--- src/rtl/gift_effect_control.sv ---
// Power-up effect manager: turns one-cycle gift pulses into timed effect flags,
// a saturating shot magazine and request/acknowledge handshakes for ball and drop events.
module gift_effect_control #(
    parameter int DURATION      = 600,
    parameter int HIDE_DURATION = 180,
    parameter int TBIT          = 10,
    parameter int SHOTS         = 8,
    parameter int SBIT          = 4
) (
    input  logic            clock,
    input  logic            reset,
    input  logic            enable,
    input  logic            paddle_size,
    input  logic            paddle_speed,
    input  logic            give_ball,
    input  logic            ball_size,
    input  logic            ball_display,
    input  logic            get_shot,
    input  logic            drop_block,
    input  logic            life_lost,
    input  logic            fire,
    input  logic            ball_ack,
    input  logic            drop_ack,
    output logic            paddle_wide,
    output logic            paddle_fast,
    output logic            ball_big,
    output logic            ball_hidden,
    output logic [SBIT-1:0] shots_left,
    output logic            shot_fire,
    output logic            ball_req,
    output logic            drop_req
);

    localparam int NUM_TIMERS = 4;
    localparam int SHOT_MAX   = (2 ** SBIT) - 1;

    // Timer slots: 0 paddle wide, 1 paddle fast, 2 ball big, 3 ball hidden.
    localparam logic [NUM_TIMERS-1:0][TBIT-1:0] RELOAD = {
        TBIT'(HIDE_DURATION), TBIT'(DURATION), TBIT'(DURATION), TBIT'(DURATION)
    };

    logic [NUM_TIMERS-1:0][TBIT-1:0] timer, timer_next;
    logic [NUM_TIMERS-1:0]           load;
    logic [SBIT-1:0]                 shots_next;
    logic                            fire_next;
    logic [1:0]                      ball_count, ball_count_next;
    logic                            drop_next;
    int                              shot_sum;

    assign load = {ball_display, ball_size, paddle_speed, paddle_size};

    // NOTE: every signal written here gets a default first so no path leaves it unassigned (no latches).
    always_comb begin
        timer_next = timer;
        for (int i = 0; i < NUM_TIMERS; i++) begin
            if (life_lost) begin
                timer_next[i] = '0;
            end else if (load[i]) begin
                timer_next[i] = RELOAD[i];
            end else if (enable && timer[i] != '0) begin
                timer_next[i] = timer[i] - 1'b1;
            end
        end
    end

    // Refill is applied before the shot is taken, so get_shot and fire together can fire from empty.
    always_comb begin
        shot_sum  = int'(shots_left) + (get_shot ? SHOTS : 0);
        fire_next = 1'b0;
        if (shot_sum > SHOT_MAX) begin
            shot_sum = SHOT_MAX;
        end
        if (fire && shot_sum != 0) begin
            shot_sum  = shot_sum - 1;
            fire_next = 1'b1;
        end
        shots_next = SBIT'(shot_sum);
        if (life_lost) begin
            shots_next = '0;
            fire_next  = 1'b0;
        end
    end

    always_comb begin
        ball_count_next = ball_count;
        if (life_lost) begin
            ball_count_next = '0;
        end else if (give_ball && !ball_ack) begin
            if (ball_count != 2'd3) begin
                ball_count_next = ball_count + 2'd1;
            end
        end else if (ball_ack && !give_ball) begin
            if (ball_count != 2'd0) begin
                ball_count_next = ball_count - 2'd1;
            end
        end
    end

    // A pending drop survives life_lost; a same-cycle new drop beats the acknowledge.
    always_comb begin
        drop_next = drop_req;
        if (drop_block) begin
            drop_next = 1'b1;
        end else if (drop_ack) begin
            drop_next = 1'b0;
        end
    end

    // NOTE: sequential state uses non-blocking assignments so every register samples pre-edge values.
    always_ff @(posedge clock) begin
        if (reset) begin
            timer      <= '0;
            shots_left <= '0;
            shot_fire  <= 1'b0;
            ball_count <= '0;
            drop_req   <= 1'b0;
        end else begin
            timer      <= timer_next;
            shots_left <= shots_next;
            shot_fire  <= fire_next;
            ball_count <= ball_count_next;
            drop_req   <= drop_next;
        end
    end

    assign paddle_wide = (timer[0] != '0);
    assign paddle_fast = (timer[1] != '0);
    assign ball_big    = (timer[2] != '0);
    assign ball_hidden = (timer[3] != '0);
    assign ball_req    = (ball_count != 2'd0);

endmodule

--- config.mk ---
export PLATFORM = sky130hd
export DESIGN_NAME = gift_effect_control
export DESIGN_NICKNAME = d
export VERILOG_FILES = /design/src/rtl/gift_effect_control.sv
export SDC_FILE = /design/constraint.sdc
export NUM_CORES = 1
export LEC_CHECK = 0
export CAP_MARGIN = 20
export CORE_MARGIN = 3
export CORE_UTILIZATION = 40
export DETAILED_ROUTE_END_ITERATION = 10
export PLACE_DENSITY = 0.57
export SETUP_SLACK_MARGIN = 0.5
export SKIP_CTS_REPAIR_TIMING = 1
export SLEW_MARGIN = 25
export SYNTH_ARGS = -nofsm -noshare
export SYNTH_HDL_FRONTEND = slang
export SYNTH_SLANG_ARGS = --single-unit
--- constraint.sdc ---
create_clock -name clock -period 3.6 [get_ports clock]
set_input_delay 0.36 -clock clock [delete_from_list [all_inputs] [get_ports clock]]
set_output_delay 0.36 -clock clock [all_outputs]
set_load 0.005 [all_outputs]
==> reports/metrics.cfg <==
[synthesis]
yosys_most_used_dff = sky130_fd_sc_hd__dfxtp_1
synth.area.mux_share_pct = 0.460
synth_simple_gate_area_share_pct = 27.4
synth.ff_latch_count = 48
synth-seq-area-share_pct = 39.3
post-synth-top-count-cell = sky130_fd_sc_hd__dfxtp_1
syn-mean-instance-area_um2 = 8.53
synth_compound_gate_area_share_pct = 19.3
synthDistinctLibCells = 45
synthArstFlopShare_pct = 0
warnings_from_yosys = 0
synth.top_cells.by_area = sky130_fd_sc_hd__dfxtp_1 39%, sky130_fd_sc_hd__a21oi_1 5.5%, sky130_fd_sc_hd__ha_1 5.1%, sky130_fd_sc_hd__nor2_1 4.1%, sky130_fd_sc_hd__xnor2_1 3.6%
syn-cell-area_mm2 = 0.00245
synthTopCellsByCount = 48 x sky130_fd_sc_hd__dfxtp_1, 27 x sky130_fd_sc_hd__a21oi_1, 27 x sky130_fd_sc_hd__nor2_1
synth_xor_area_share_pct = 5.01
syn-num-nets = 311
synth_top_area_cell = sky130_fd_sc_hd__dfxtp_1
synth.top_cell.area_share_pct = 39.3
gate_count_post_synth = 287
dominant_combinational_cell_family_by_area_after_synthesis = simple AND/OR/NAND/NOR gates
number_of_enable_type_register_cells_in_the_synthesized_netlist = 0
synth_fa_ha_area_share_pct = 5.11

[floorplanning]
die_w_um = 84.2
placementRows = 27
initial_utilization_pct = 42.9
core_area_mm2 = 0.00571
die-height_um = 84.2
top_level_ports = 25
dieArea_mm2 = 0.00709

[worst_setup_path]
crit_path_end_kind = primary output
setup.reg_to_reg.worst_slack_ns = 1.67
worstSetupPathType = register to primary output
worstSetupStartpointType = register
reg2reg_from = shots_left[3]
path_depth = 5
cp_max_stage_cell = sky130_fd_sc_hd__nor3b_1
family_with_the_most_delay_on_the_worst_path = simple AND/OR/NAND/NOR gates
timing.critical_path.required_ns = 3.24
timing.critical_path.fanout_max = 6
critical_path.n_buffers_inverters = 2
cp_data_arrival_time_ns = 2.06
timing.critical_path.from = timer[30]
worstRegToRegCells = 7
capturing_point_of_the_worst_reg2reg_path = shots_left[1]
slowest_delay_ns = 0.54
timing.critical_path.cells = inv_1 -> ha_1 -> nor3b_1 -> nand3_1 -> clkdlybuf4s50_1
timing.critical_path.to = ball_hidden

[global_route]
globalRoute.totalOverflow = 0
combined_global_route_utilization_of_all_metal_layers_pct = 14.5
grt_pass1_vias = 1850
grt_pass1_wl_um = 8560
antenna_violations_before_repair = 0
pin_count_of_the_biggest_net_entering_global_routing = 20

[routing]
drt-total-wl_um = 4940
dr.first_iter.drc_count = 52
drc = 0
wl_per_cell_um = 12.8
via_per_inst = 5.31
drt_pass1_iterations = 4
route.vias.total = 2049
postRouteAntennaNets = 0

[run_status]
status = finished, final reports clean

[timing]
timing.final.crit_period_ns = 2.42
grt_setup_unrepaired = no
finalSetupTns_ns = 0
final_min_period_over_clock_period_pct = 67.3
worst-slew-pin-transition_ns = 0.674
fin_worst_skew_ns = 0.00427
maxSlewViolCount = 0
timing.final.setup_violations = 0
fmax_ghz = 0.413
relSlewSlack_pct = 54.6
finalHoldViolCount = 0

[clocking]
clock_tree.root_cell = sky130_fd_sc_hd__clkbuf_8
h-tree-depth = 2
cts.sink_count = 48
clkSlewWorstSetupHoldPaths_ns = 0.09
tritoncts.num_buffers = 5
clock_tree.buffer_depth = 2
clk-insertion-delay-late_ns = 0.30
tritoncts = yes

[power_and_ir_drop]
design_power_total_uw = 1130
power.static_leakage_uw = 0.00105
power_per_cell_area_mw_per_mm2 = 397
ir_worst_vdd_v = 0.000167

[final_layout]
n_fill_cell = 560
num-nets-final = 337
final-seq-area_um2 = 961
diodes = 0
drive_above_1_share_pct = 7.32
multi_input_area_mm2 = 0.00140
area_growth_syn_to_layout_pct = 16.5

[placement]
port_buffers = 24
gp_routability_congestion = 0.794
half_perimeter_wire_length_after_detailed_placement_um = 3670

[min_path]
holdCritPathClass = register to register

[job]
drv_cap = 0

metal layers:
metal | track usage, % | vias to the layer above | wire [µm]
met5 | 0 | - | 0
met2 | 21.8 | 23 | 2200
met1 | 20.7 | 925 | 2570
li1 | - | 1096 | -
met3 | 2.65 | 5 | 120
met4 | 4.82 | 0 | 57
tightest hold or removal path: cells and delay by family, from the launching register on:
family	cells	cell delay [ns]
DFF	1	0.33
and+or+nand+nor	1	0.06
AOI/OAI and AO/OA	1	0.05
area by class of cell:
class                      instances  share of cell area (%)
tap                               72                    3.16
clock inverter                     2                   0.351
clock buffer                       6                    2.90
multi-input combinational        217                    49.2
timing repair buffer              24                    8.43
sequential                        48                    33.7
inverter                          17                    2.24
registers in the layout, summed over array words and instances, names as in the netlist:
signal	count
timer	40
shots_left	4
ball_count	2
drop_req	1
shot_fire	1
stage by stage:
stage	area [µm²]	worst slack (ns)	hold WS, ns	utilization, %	cells
6_report	2850	1.18	0.490	49.9	386
5_1_grt	2850	0.985	0.508	49.9	386
4_1_cts	2850	1.14	0.487	49.9	386
3_5_place_dp	2760	1.17	0.471	48.3	378
3_3_place_gp	2760	1.22	0.471	48.3	378
2_1_floorplan	2450	1.79	0.432	-	287
kinds of logic (layout without fill, tap and decap cells):
| kind of cell | after synthesis | count (layout) |
|---|---|---|
| compound gates | 74 | 74 |
| xor+xnor | 14 | 14 |
| fa+ha+maj | 10 | 10 |
| buf+inv | 22 | 49 |
| flops | 48 | 48 |
| mux | 1 | 1 |
| simple gates | 118 | 118 |
cell usage in the layout, fill, tap and decap left out, types with 9 or more instances in the layout:
cell,instances
sky130_fd_sc_hd__a31oi_1,10
sky130_fd_sc_hd__o21ai_0,9
sky130_fd_sc_hd__nor3_1,9
sky130_fd_sc_hd__a21oi_1,27
sky130_fd_sc_hd__inv_1,17
sky130_fd_sc_hd__nand2_1,15
sky130_fd_sc_hd__dfxtp_1,48
sky130_fd_sc_hd__clkdlybuf4s50_1,24
sky130_fd_sc_hd__ha_1,10
sky130_fd_sc_hd__or3_1,11
sky130_fd_sc_hd__nor2_1,27
sky130_fd_sc_hd__xnor2_1,10
where the power goes:
group,total [µW],internal [µW],leakage [µW],switching (µW)
combinational,228,114,0.000603,114
clock,331,154,0.0000510,177
sequential,574,553,0.000391,21.6
total,1130,820,0.00105,312
worst min-delay path by stage:
stage | slack, ns | cells after the start | from | end
finish | 0.49 | 2 | ball_count[1] | ball_count[1]
global route | 0.51 | 2 | timer[19] | timer[19]
CTS | 0.49 | 2 | ball_count[1] | ball_count[1]
detailed placement | 0.47 | 2 | ball_count[1] | ball_count[1]
global placement | 0.47 | 2 | timer[29] | timer[29]
floorplan | 0.43 | 1 | reset | drop_req
No activity file was read; power rests on OpenSTA's default activity.
